--- src/rtl/ccff_loader_pkg.sv ---
// Shared types and CRC-16/CCITT constants for the configuration-chain loader.
package ccff_loader_pkg;

    typedef enum logic [1:0] {
        IDLE   = 2'd0,
        LOAD   = 2'd1,
        RECIRC = 2'd2,
        DONE   = 2'd3
    } state_e;

    localparam logic [15:0] CRC16_POLY = 16'h1021;
    localparam logic [15:0] CRC16_INIT = 16'hFFFF;

    // One MSB-first serial CRC step: feedback is the outgoing MSB xor the new bit.
    function automatic logic [15:0] crc16_step(input logic [15:0] crc, input logic din);
        logic fb;
        fb = crc[15] ^ din;
        return {crc[14:0], 1'b0} ^ (fb ? CRC16_POLY : 16'h0000);
    endfunction

endpackage

--- src/rtl/ccff_crc16_serial.sv ---
// Bit-serial CRC-16 (poly 0x1021). Clear loads 0xFFFF and wins over enable; one bit per enabled edge.
module ccff_crc16_serial
    import ccff_loader_pkg::*;
(
    input  logic        i_clk,
    input  logic        i_rst_n,
    input  logic        i_clr,
    input  logic        i_en,
    input  logic        i_bit,
    output logic [15:0] o_crc
);

    logic [15:0] r_crc;

    always_ff @(posedge i_clk or negedge i_rst_n) begin
        if (!i_rst_n) begin
            r_crc <= '0;
        end else if (i_clr) begin
            r_crc <= CRC16_INIT;
        end else if (i_en) begin
            r_crc <= crc16_step(r_crc, i_bit);
        end
    end

    assign o_crc = r_crc;

endmodule

--- src/rtl/ccff_chain_loader.sv ---
// Serialises bitstream words into the config chain, with optional CRC read-back verify.
// Latency: shifting starts one cycle after a word is accepted; word_ready drops while the buffer holds >1 bit.
module ccff_chain_loader
    import ccff_loader_pkg::*;
#(
    parameter int WORD_W    = 32,
    parameter int CHAIN_LEN = 40,
    parameter int CNT_W     = $clog2(CHAIN_LEN + 1)
) (
    input  logic              prog_clk,
    input  logic              pReset,
    input  logic              start,
    input  logic              verify_en,
    input  logic [WORD_W-1:0] word_data,
    input  logic              word_valid,
    output logic              word_ready,
    output logic              ccff_head,
    output logic              ccff_shift_en,
    input  logic              ccff_tail,
    output logic              busy,
    output logic              done,
    output logic              pass,
    output logic              fail,
    output logic [CNT_W-1:0]  bit_count
);

    localparam int               BC_W      = $clog2(WORD_W + 1);
    localparam logic [CNT_W-1:0] LEN       = CNT_W'(CHAIN_LEN);
    localparam logic [BC_W-1:0]  WORD_BITS = BC_W'(WORD_W);

    state_e             r_state;
    state_e             w_next;
    logic [WORD_W-1:0]  r_buf;
    logic [BC_W-1:0]    r_buf_cnt;
    logic [CNT_W-1:0]   r_load_rem;
    logic [CNT_W-1:0]   r_bit_count;
    logic               r_verify;
    logic               r_head;
    logic               r_shift_en;
    logic               r_pass;
    logic               r_fail;

    logic [15:0]        w_crc_load;
    logic [15:0]        w_crc_rb;
    logic               w_start_acc;
    logic               w_buf_nonempty;
    logic               w_accept;
    logic               w_load_last;
    logic               w_recirc_last;
    logic               w_pass;
    logic               w_fail;
    logic [BC_W-1:0]    w_take;

    assign w_start_acc    = (r_state == IDLE) && start;
    assign w_buf_nonempty = (r_state == LOAD) && (r_buf_cnt != '0);
    // Ready while empty or on the last buffered bit, so consecutive words shift without a bubble.
    assign word_ready     = (r_state == LOAD) && (r_load_rem != '0) && (r_buf_cnt <= BC_W'(1));
    assign w_accept       = word_ready && word_valid;
    assign w_take         = (32'(r_load_rem) >= WORD_W) ? WORD_BITS : BC_W'(r_load_rem);
    // The last enabled edge of LOAD is the cycle the final registered shift_en is presented.
    assign w_load_last    = (r_state == LOAD) && (r_bit_count == LEN) && (r_buf_cnt == '0);
    assign w_recirc_last  = (r_state == RECIRC) && (r_bit_count == LEN - CNT_W'(1));

    assign w_pass = (r_state == DONE) && r_verify && (w_crc_rb == w_crc_load);
    assign w_fail = (r_state == DONE) && r_verify && (w_crc_rb != w_crc_load);

    always_ff @(posedge prog_clk or negedge pReset) begin
        if (!pReset) begin
            r_state <= IDLE;
        end else begin
            r_state <= w_next;
        end
    end

    always_comb begin
        w_next = r_state;
        case (r_state)
            IDLE:    if (start)         w_next = LOAD;
            LOAD:    if (w_load_last)   w_next = r_verify ? RECIRC : DONE;
            RECIRC:  if (w_recirc_last) w_next = DONE;
            DONE:                       w_next = IDLE;
            default:                    w_next = IDLE;
        endcase
    end

    always_ff @(posedge prog_clk or negedge pReset) begin
        if (!pReset) begin
            r_buf       <= '0;
            r_buf_cnt   <= '0;
            r_load_rem  <= '0;
            r_bit_count <= '0;
            r_verify    <= 1'b0;
            r_head      <= 1'b0;
            r_shift_en  <= 1'b0;
            r_pass      <= 1'b0;
            r_fail      <= 1'b0;
        end else begin
            r_shift_en <= 1'b0;
            case (r_state)
                IDLE: begin
                    if (start) begin
                        r_verify    <= verify_en;
                        r_bit_count <= '0;
                        r_load_rem  <= LEN;
                        r_buf_cnt   <= '0;
                        r_pass      <= 1'b0;
                        r_fail      <= 1'b0;
                    end
                end
                LOAD: begin
                    if (w_buf_nonempty) begin
                        r_head     <= r_buf[0];
                        r_shift_en <= 1'b1;
                        if (r_bit_count != LEN) begin
                            r_bit_count <= r_bit_count + CNT_W'(1);
                        end
                    end
                    if (w_accept) begin
                        r_buf      <= word_data;
                        r_buf_cnt  <= w_take;
                        r_load_rem <= r_load_rem - CNT_W'(w_take);
                    end else if (w_buf_nonempty) begin
                        r_buf     <= r_buf >> 1;
                        r_buf_cnt <= r_buf_cnt - BC_W'(1);
                    end
                    if (w_load_last && r_verify) begin
                        r_bit_count <= '0;
                    end
                end
                RECIRC: begin
                    if (r_bit_count != LEN) begin
                        r_bit_count <= r_bit_count + CNT_W'(1);
                    end
                end
                DONE: begin
                    r_pass <= w_pass;
                    r_fail <= w_fail;
                end
                default: ;
            endcase
        end
    end

    ccff_crc16_serial u_crc_load (
        .i_clk   (prog_clk),
        .i_rst_n (pReset),
        .i_clr   (w_start_acc),
        .i_en    (w_buf_nonempty),
        .i_bit   (r_buf[0]),
        .o_crc   (w_crc_load)
    );

    ccff_crc16_serial u_crc_rb (
        .i_clk   (prog_clk),
        .i_rst_n (pReset),
        .i_clr   (w_start_acc),
        .i_en    (r_state == RECIRC),
        .i_bit   (ccff_tail),
        .o_crc   (w_crc_rb)
    );

    // During read-back the chain is closed into a loop so its contents survive the verify.
    assign ccff_head     = (r_state == RECIRC) ? ccff_tail : r_head;
    assign ccff_shift_en = (r_state == RECIRC) || r_shift_en;
    assign busy          = (r_state == LOAD) || (r_state == RECIRC);
    assign done          = (r_state == DONE);
    assign pass          = r_pass || w_pass;
    assign fail          = r_fail || w_fail;
    assign bit_count     = r_bit_count;

endmodule
--- config.mk ---
export PLATFORM = sky130hd
export DESIGN_NAME = ccff_chain_loader
export DESIGN_NICKNAME = d
export VERILOG_FILES = /design/src/rtl/ccff_loader_pkg.sv /design/src/rtl/ccff_crc16_serial.sv /design/src/rtl/ccff_chain_loader.sv
export SDC_FILE = /design/constraint.sdc
export NUM_CORES = 1
export LEC_CHECK = 0
export CAP_MARGIN = 10
export CORE_AREA = 4 4 121 123
export CTS_BUF_LIST = sky130_fd_sc_hd__clkbuf_16
export CTS_CLUSTER_DIAMETER = 150
export DETAILED_ROUTE_END_ITERATION = 16
export DIE_AREA = 0 0 125 127
export GPL_TIMING_DRIVEN = 0
export MAX_ROUTING_LAYER = met4
export PLACE_DENSITY_LB_ADDON = 0.12
export RECOVER_POWER = 50
export SETUP_SLACK_MARGIN = 0.2
export SLEW_MARGIN = 20
export SYNTH_ARGS = -nofsm -noshare
export SYNTH_HDL_FRONTEND = slang
export SYNTH_SLANG_ARGS = --single-unit
--- constraint.sdc ---
create_clock -name prog_clk -period 2.4 [get_ports prog_clk]
set_clock_uncertainty 0.2 [all_clocks]
set_input_delay 0.48 -clock prog_clk [delete_from_list [all_inputs] [get_ports prog_clk]]
set_output_delay 0.48 -clock prog_clk [all_outputs]
set_load 0.05 [all_outputs]
Word-level counts from Yosys, hierarchy flattened
Index checks and enable logic that the tools add are counted.
{"block": "word_totals", "register_bits": 89, "latch_bits": 0, "ramBits": 0, "romBits": 0, "in_bits": 38, "n_memories": 0}
{"block": "classes", "n_addsub": 3, "multipliers": 0, "div_mod_pow": 0, "order_cmp": 2, "n_eq_ne": 14, "n_shift": 0, "mux": 31, "bitwise_logic": 4, "n_reduce_logical": 34}
{"cell": "2-to-1 mux 16 bit", "n": 4}
{"cell": "2-to-1 mux 32 bit", "n": 2}
{"cell": "2-to-1 mux 6 bit", "n": 9}
{"cell": "XOR 16 bit", "n": 2}
{"cell": "2-to-1 mux 13 bit", "n": 2}
{"cell": "one-hot mux 6 bit (2 select lines)", "n": 2}
{"cell": "one-hot mux 6 bit (3 select lines)", "n": 1}
{"cell": "== test 16 bit", "n": 1}
{"cell": "inequality test 16 bit", "n": 1}
{"cell": "== test 6 bit (second input constant)", "n": 2}
{"cell": "logical AND 1 bit", "n": 12}
{"cell": "AND reduction 3 bit", "n": 4}
{"cell": "nonzero test 6 bit", "n": 2}
{"cell": "nonzero test 2 bit", "n": 5}
{"cell": "inequality test 2 bit (second input constant)", "n": 4}
{"cell": "one-hot mux 2 bit (4 select lines)", "n": 1}
{"cell": "AND reduction 2 bit", "n": 4}
{"cell": "adder 6 x 1 -> 6 bit (second input constant)", "n": 1}
{"cell": "greater-or-equal comparator 6 bit (second input constant)", "n": 1}
{"cell": "less-or-equal comparator 6 x 1 -> 1 bit (second input constant)", "n": 1}
{"cell": "logical NOT 6 bit", "n": 1}
{"cell": "2-to-1 mux 2 bit", "n": 3}
{"cell": "inequality test 6 bit (second input constant)", "n": 1}
{"cell": "subtractor 6 x 1 -> 6 bit (second input constant)", "n": 1}
{"cell": "other kinds (11)", "n": 21}

Depth between registers and ports, before layout
Gate-level depths: netlist of run 1.
{"block": "logic_depth", "word_depth": 6, "ltp_mapped": 9, "depth_no_buf": 7}

Cells and area by module
From an unflattened synthesis of run 1, not the netlist that was laid out.
{"block": "unflattened", "hier_cells": 469, "hier_area_um2": 4793.3}
{"module": "ccff_chain_loader", "n_inst": 1, "cells_per_inst": 357, "area_per_inst_um2": 3352.0, "seq_area_each_um2": 1426.4}
{"module": "ccff_crc16_serial", "n_inst": 2, "cells_per_inst": 56, "area_per_inst_um2": 720.7, "seq_area_each_um2": 400.4}

Worst setup path after synthesis of run 1
No wires, ideal clock.
{"block": "synth_timing", "path_kind": "reg2out", "startpoint": "register r_state[1]", "endpoint": "output word_ready", "arrival_ns": 1.847, "setup_slack_ns": -0.127, "path_stages_with_launch": 7, "path_cell_list": "dfrtp_1 inv_1 ha_1 buf_2 clkbuf_1 nand3_1 nor2_1"}
{"block": "synth_via", "elab_chain_cells": 3}
{"element": "from (decl)", "line_no": "ccff_chain_loader.sv:31", "source": "state_e r_state;"}
{"element": "from (signal assigned)", "line_no": "ccff_chain_loader.sv:71", "source": "r_state <= w_next;"}
{"element": "== test 2 x 1 -> 1 bit", "line_no": "ccff_chain_loader.sv:57", "source": "assign word_ready = (r_state == LOAD) && (r_load_rem != '0) && (r_buf_cnt <= BC_W'(1));"}
{"element": "logical AND 1 bit (2 in a row)", "line_no": "ccff_chain_loader.sv:57"}
{"element": "to (decl)", "line_no": "ccff_chain_loader.sv:16", "source": "output logic word_ready,"}
Every way passes these cells.

Worst setup path in the final report of run 1
{"block": "layout_timing", "startpoint": "register u_crc_load.r_crc[1] (netlist: u_crc_load.o_crc[1])", "endpoint": "output fail"}
{"block": "layout_via", "elab_chain_cells": 3}
{"element": "from (decl)", "line_no": "ccff_crc16_serial.sv:13", "source": "logic [15:0] r_crc;"}
{"element": "from (signal assigned)", "line_no": "ccff_crc16_serial.sv:21", "source": "r_crc <= crc16_step(r_crc, i_bit);"}
{"element": "inequality test 16 bit", "line_no": "ccff_chain_loader.sv:65", "source": "assign w_fail = (r_state == DONE) && r_verify && (w_crc_rb != w_crc_load);"}
{"element": "logical AND 1 bit", "line_no": "ccff_chain_loader.sv:65"}
{"element": "logical OR 1 bit", "line_no": "ccff_chain_loader.sv:168", "source": "assign fail = r_fail || w_fail;"}
{"element": "to (decl)", "line_no": "ccff_chain_loader.sv:23", "source": "output logic fail,"}
Every way passes these cells.

==> results of run 1 <==
per-layer routing:
metal | global-route usage | vias up | wire (um)
met5 | - | - | 0
met4 | 0.0517 | 0 | 181
met3 | 0.0330 | 16 | 412
met2 | 0.238 | 82 | 6200
met1 | 0.240 | 2089 | 6690
li1 | - | 2033 | -
layout by cell type (no fill, tap or decap), drive strengths merged, types with 5 or more instances in the layout:
| cell type | count |
|---|---|
| a21oi | 7 |
| mux2i | 17 |
| dlygate4sd2 | 6 |
| clkinv | 5 |
| inv | 16 |
| nor3 | 6 |
| nor2 | 43 |
| nand3 | 26 |
| nand2b | 6 |
| o21ai | 15 |
| buf | 80 |
| nor4 | 7 |
| ha | 12 |
| nand4 | 5 |
| nand2 | 136 |
| clkbuf | 20 |
| o31ai | 7 |
| a31oi | 32 |
| dfrtp | 89 |
| xnor2 | 20 |
| clkdlybuf4s50 | 36 |
power breakdown:
group	leakage (nW)	total [mW]	switching [mW]	internal [mW]
clock	0.135	1.34	0.634	0.701
sequential	1.04	2.66	0.534	2.13
combinational	1.79	5.67	2.87	2.80
total	2.96	9.66	4.03	5.63
per-stage QoR:
step,total power [mW],util
floorplan,5.24,-
global placement,6.17,0.398
detailed placement,6.22,0.400
CTS,8.40,0.457
global route,10.3,0.520
finish,9.66,0.520
repair_timing:
item                                   in CTS  in global routing
hold buffers                                1                  0
gates resized for setup                   110                157
setup endpoints to repair                  86                 71
endpoints found under the hold margin      33                  0
pin swaps                                  19                 31
setup buffers                              29                 21
cloned                                      1                  2
worst min path at each step:
| stage | start | end | slack [ns] | cells after the start |
|---|---|---|---|---|
| CTS | r_pass | r_pass | 0.28 | 2 |
| finish | r_head | r_head | 0.28 | 2 |
| global placement | r_pass | r_pass | 0.25 | 2 |
| detailed placement | pReset | r_state[1] | 0.20 | 1 |
| floorplan | pReset | bit_count[0] | -0.02 | 0 |
| global route | r_pass | r_pass | 0.32 | 2 |
cell families (layout without fill, tap and decap cells):
group / after synthesis / count (layout) / share of synthesized area
AND/OR/NAND/NOR: 243 / 243 / 0.230
flip-flops: 89 / 89 / 0.475
AO/OA/AOI/OAI: 87 / 87 / 0.130
buffers and inverters: 45 / 166 / 0.0435
XOR/XNOR: 22 / 22 / 0.0411
multiplexers: 21 / 21 / 0.0459
adder cells (fa/ha/maj): 12 / 12 / 0.0320
other: 2 / 2 / 0.00160
final cells by class:
cell class	instances	area, sq um	share of cell area
multi-input combinational	387	2930	0.412
timing repair buffer	105	1040	0.147
clock inverter	7	43.8	0.00616
clock buffer	9	225	0.0317
inverter	15	65.1	0.00915
tap	180	225	0.0317
sequential	89	2240	0.315
buffer	30	337	0.0474
state kept, by name, summed over array words and instances (netlist names), 2 cells and up:
register / cells
bit_count: 6
r_buf: 32
r_buf_cnt: 6
r_load_rem: 6
r_state: 2
u_crc_load.o_crc: 16
u_crc_rb.o_crc: 16
worst max-delay path, cell delays in order, from the launching register on:
cell,delay (ns)
dfrtp_1,0.42
xnor2_2,0.19
nand4_1,0.17
nor4_4,0.37
buf_4,0.19
o21bai_4,0.05
buf_6,0.15
==> summary.md, run 1 <==
| Metric | Value |
|---|---|
| Required time worst endpoint | 1.72 ns |
| Area delta synth->final | 51.7% |
| Row cnt | 43 |
| CP Capture Type | output port |
| RR Endpoint | bit_count[5] |
| Antenna Nets Post-Route | 0 |
| Crit path launch type | flop |
| CTS tree | yes |
| CTS sink cnt | 89 |
| Yosys reg bits | 89 |
| Sum Neg Setup Slack | -0.342 ns |
| Worst-margin pin slew | 0.899 ns |
| Reg2reg start | r_buf_cnt[4] |
| RSZ-0062 raised after global routing | yes |
| Share of cells above drive strength 1 | 0.336 |
| Clock buffer depth | 2 |
| Pre-CTS WS | -0.900 ns |
| DR iter-0 viols | 229 |
| Final wirelength | 13.5 mm |
| Post-DP HPWL | 8.23 mm |
| Antenna Cells | 0 |
| Setup ws final | -0.183 ns |
| Post-Syn Instances | 521 |
| Violated checks | negative setup slack |
| Die H | 127 um |
| Dominant synthesized flop cell | dfrtp_1 |
| Fin crit share | 1.08 |
| Peak supply drop | 453 uV |
| Post-synth top cells | 135 x nand2_1, 89 x dfrtp_1, 43 x nor2_1 |
| Pwr dens | 1360 nW/um^2 |
| Initial Utilization | 0.343 |
| Clock-pin slew on the worst setup and hold paths | 0.07 ns |
| Min Hold Slack | 0.277 ns |
| Max-Slew Margin vs Limit | 0.401 |
| Final Setup Violations | 2 |
| Seq/Total Area, Yosys | 0.475 |
| Drt drc | 0 |
| Core Region | 13700 sq um |
| Syn. warnings | 0 |
| CP Class | flop to output port |
| Avg WL per Cell | 16.4 um |
| Die Wd | 125 um |
| Post-synth ARST share | 1.00 |
| Vias in the first global route | 4058 |
| Boundary pin count | 51 |
| R2r setup slk | 0.12 ns |
| GPL Wtd Cong | 0.823 |
| Post-route cell area | 7110 sq um |
| Hold Path Class | flop to flop |
| Post-Syn Nets | 571 |
| EDFF count, synth | 0 |
| Placement Cell Area | 5460 sq um |
| Port bufs | 50 |
| Max cap viols | 0 |
| Mapped Area | 4690 sq um |
| Synth top area cells | dfrtp_1 48%, nand2_1 11%, a31oi_1 4.3%, xnor2_1 3.7%, mux2i_1 3.6% |
| Top-area cell type share of the netlist area | 0.475 |
| Dpl cells | 752 |
| Vias | 4220 |
| Min cycle time layout | 2.58 ns |
| CTS H-Tree Depth | 3 |
| Fillers | 1266 |
| Post-Syn Area per Cell | 8.99 sq um |
| Crit path launch | u_crc_load.o_crc[1] |
| Final cell count without fillers | 822 |
| Leakage power | 2.96 nW |
| Vias/cell | 5.13 |
| Most common cell in the netlist | nand2_1 |
| Worst-skew pair later-pin latency | 0.35 ns |
| Worst setup path endpoint | fail |
| Crit Path Max Fanout | 2 |
| Initial antenna violation count | 0 |
| Pin count of the biggest net entering global routing | 57 |
| Number of CTS-inserted buffers | 9 |
| Gr usage total | 0.167 |
| Yosys top cell by area | dfrtp_1 |
| Total Nets Final | 687 |
| Max Slew Vio Count | 0 |
| Final Hold Viols | 0 |
| Root Driver | clkbuf_16 |
| Depth of the most critical reg-to-reg path | 7 |
| DIE AREA | 15900 sq um |
| Gr ovfl total | 0 |
| Status | complete, but fails checks |
| Global-route wire length before repair | 20.9 mm |
| CP arrival | 1.90 ns |
| Yosys cell types | 57 |
| First-pass detailed-route iteration total | 4 |
| Max Clk Rate | 0.387 GHz |
Note: power is estimated with default switching activity, not from simulation.
==> inputs of run 2 (changes only) <==
--- a/config.mk
+++ b/config.mk
@@ -6,16 +6,16 @@
 export NUM_CORES = 1
 export LEC_CHECK = 0
 export CAP_MARGIN = 10
-export CORE_AREA = 4 4 121 123
+export CORE_AREA = 4 4 101 103
 export CTS_BUF_LIST = sky130_fd_sc_hd__clkbuf_16
 export CTS_CLUSTER_DIAMETER = 150
 export DETAILED_ROUTE_END_ITERATION = 16
-export DIE_AREA = 0 0 125 127
-export GPL_TIMING_DRIVEN = 0
+export DIE_AREA = 0 0 105 107
 export MAX_ROUTING_LAYER = met4
 export PLACE_DENSITY_LB_ADDON = 0.12
 export RECOVER_POWER = 50
 export SETUP_SLACK_MARGIN = 0.2
+export SKIP_CTS_REPAIR_TIMING = 1
 export SLEW_MARGIN = 20
 export SYNTH_ARGS = -nofsm -noshare
 export SYNTH_HDL_FRONTEND = slang
==> summary.md, run 2 (synthesis results as in run 1) <==
| Metric | Value |
|---|---|
| Status | complete, but fails checks (unchanged) |
| Violated checks | negative setup slack (unchanged) |
| Leakage power | 2.71 nW (was 2.96 nW) |
| CTS H-Tree Depth | 3 (unchanged) |
| Row cnt | 35 (was 43) |
| Max Clk Rate | 0.395 GHz (was 0.387 GHz) |
| Clock buffer depth | 2 (unchanged) |
| Crit Path Max Fanout | 3 (was 2) |
| Clock-pin slew on the worst setup and hold paths | 0.07 ns (about the same) |
| Max FFs per register | 32 (unchanged) |
| Antenna Nets Post-Route | 0 (unchanged) |
| Commonest cells after routing, fill and taps aside | 135 x nand2_1, 82 x dfrtp_1, 41 x nor2_1 (was 129 x nand2_1, 82 x dfrtp_1, 41 x buf_4) |
| Pwr dens | 1390 nW/um^2 (was 1360 nW/um^2) |
| Antenna Cells | 0 (unchanged) |
| Final Setup Violations | 2 (unchanged) |
| Die H | 107 um (was 127 um) |
| Final wirelength | 11.0 mm (was 13.5 mm) |
| CTS sink cnt | 89 (unchanged) |
| CP peak stage delay | 0.42 ns (about the same) |
| Die Wd | 105 um (was 125 um) |
| Combinational Power Share | 0.491 (was 0.586) |
| Setup ws final | -0.132 ns (was -0.183 ns) |
| Biggest register | r_buf (unchanged) |
| Final core occ | 0.660 (was 0.520) |
| DIE AREA | 11200 sq um (was 15900 sq um) |
| Required time worst endpoint | 1.72 ns (about the same) |
| Max Slew Vio Count | 0 (unchanged) |
| Worst-skew pair later-pin latency | 0.34 ns (was 0.35 ns) |
| CTS tree | yes (unchanged) |
| CP arrival | 1.85 ns (was 1.90 ns) |
| Number of CTS-inserted buffers | 9 (unchanged) |
| Commonest non-fill, non-tap cell in the layout | nand2_1 (unchanged) |
| First-pass detailed-route iteration total | 4 (unchanged) |
| Max-Slew Margin vs Limit | 0.195 (was 0.401) |
| RSZ-0062 raised after global routing | yes (unchanged) |
| Crit path launch type | flop (unchanged) |
| DR iter-0 viols | 178 (was 229) |
| Fin crit share | 1.06 (was 1.08) |
| Gr usage total | 0.201 (was 0.167) |
| Dpl cells | 675 (was 752) |
| Placement Cell Area | 5430 sq um (was 5460 sq um) |
| Clock share of power | 0.195 (was 0.138) |
| Drt drc | 0 (unchanged) |
| Final cell count without fillers | 711 (was 822) |
| Worst-margin pin slew | 1.21 ns (was 0.899 ns) |
| Post-route cell area | 6070 sq um (was 7110 sq um) |
| Vias/cell | 5.60 (was 5.13) |
| Min Hold Slack | 0.175 ns (was 0.277 ns) |
| CP Capture Type | output port (unchanged) |
| Peak supply drop | 506 uV (was 453 uV) |
| Root Driver | clkbuf_16 (unchanged) |
| Area delta synth->final | 29.5% (was 51.7%) |
| Slowest library cell on the worst path | dfrtp_1 (unchanged) |
| Pre-CTS WS | 0.0467 ns (was -0.900 ns) |
| Sw frac | 0.400 (was 0.418) |
| Sequential power share | 0.314 (was 0.275) |
| Initial Utilization | 0.510 (was 0.343) |
| Port bufs | 50 (unchanged) |
| Global-route wire length before repair | 18.1 mm (was 20.9 mm) |
| Total Nets Final | 645 (was 687) |
| Post-DP HPWL | 7.36 mm (was 8.23 mm) |
| Avg WL per Cell | 15.5 um (was 16.4 um) |
| Max cap viols | 0 (unchanged) |
| Vias in the first global route | 3797 (was 4058) |
| Depth of the most critical reg-to-reg path | 6 (was 7) |
| Hold Path Class | input port to asynchronous set/reset pin (was flop to flop) |
| Final Hold Viols | 0 (unchanged) |
| Min cycle time layout | 2.53 ns (was 2.58 ns) |
| CP Class | flop to output port (unchanged) |
| Net Sw Power | 3.38 mW (was 4.03 mW) |
| Vias | 3982 (was 4220) |
| Fillers | 779 (was 1266) |
| Core Region | 9200 sq um (was 13700 sq um) |
| Pin count of the biggest net entering global routing | 64 (was 57) |
| Crit path cell chain | xnor2_1 > nand4_1 > nor4_4 > buf_4 > o21bai_2 > buf_6 (was xnor2_2 > nand4_1 > nor4_4 > buf_4 > o21bai_4 > buf_6) |
| Internal Power | 5.07 mW (was 5.63 mW) |
| Gr ovfl total | 0 (unchanged) |
| Initial antenna violation count | 0 (unchanged) |
| Boundary pin count | 51 (unchanged) |
| GPL Wtd Cong | 0.885 (was 0.823) |
| Share of cells above drive strength 1 | 0.175 (was 0.336) |
## run 2: changes by cell type in the layout (fill, tap and decap cells not counted), moves of 8 or more
cell / previous run / this run
nor2_1: 20 / 41
a31oi_4: 17 / 0
a31oi_1: 14 / 32
buf_6: 20 / 2
nor2_2: 18 / 1
buf_8: 10 / 2
## run 2: metrics by stage
stage / power [mW] / TNS [ns]
after detailed placement: 6.36 / 0
after CTS: 8.02 / -0.924
after floorplan: 5.24 / 0
after global placement: 6.25 / 0
after global routing: 9.05 / -0.605
final: 8.45 / -0.262
## run 2: final timing paths
kind / startpoint / end / slack (ns)
setup / recovery: u_crc_rb.o_crc[0] / fail / -0.13
hold / removal: pReset / r_buf_cnt[5] / 0.17
setup reg to reg: r_state[1] / r_verify / 0.04
hold reg to reg: r_fail / r_fail / 0.29
max in group asynchronous: pReset / r_state[0] / 0.55
min in group prog_clk: r_fail / r_fail / 0.29
## run 2: worst max-delay path: cells and delay by family (launching register included)
family	cells	cell delay, ns
compound gates	1	0.06
xor+xnor	1	0.19
buf+inv	2	0.32
flops	1	0.42
simple gates	2	0.52
## run 2: cell type report
type | count | area [sq um] | share of cell area
clock buffers | 9 | 225 | 0.0371
inverters | 15 | 61.3 | 0.0101
flip-flops and latches | 89 | 2240 | 0.369
repair buffers | 93 | 910 | 0.150
well taps | 111 | 139 | 0.0229
multi-input cells | 387 | 2370 | 0.391
clock inverters | 7 | 125 | 0.0206
## run 2: power by group through the flow
stage	clock network, mW	registers (mW)	logic [mW]
2_1_floorplan	0	2.55	2.69
3_3_place_gp	0	2.64	3.61
3_5_place_dp	0	2.67	3.69
4_1_cts	1.67	2.65	3.70
5_1_grt	1.75	2.74	4.56
6_report	1.65	2.65	4.15
## run 2: per-layer routing
layer / up-vias / global-route usage / wire length (um)
met4: 0 / 0.0684 / 163
met5: - / - / 0
met1: 1936 / 0.258 / 5010
met3: 17 / 0.0355 / 478
met2: 94 / 0.324 / 5340
li1: 1935 / - / -
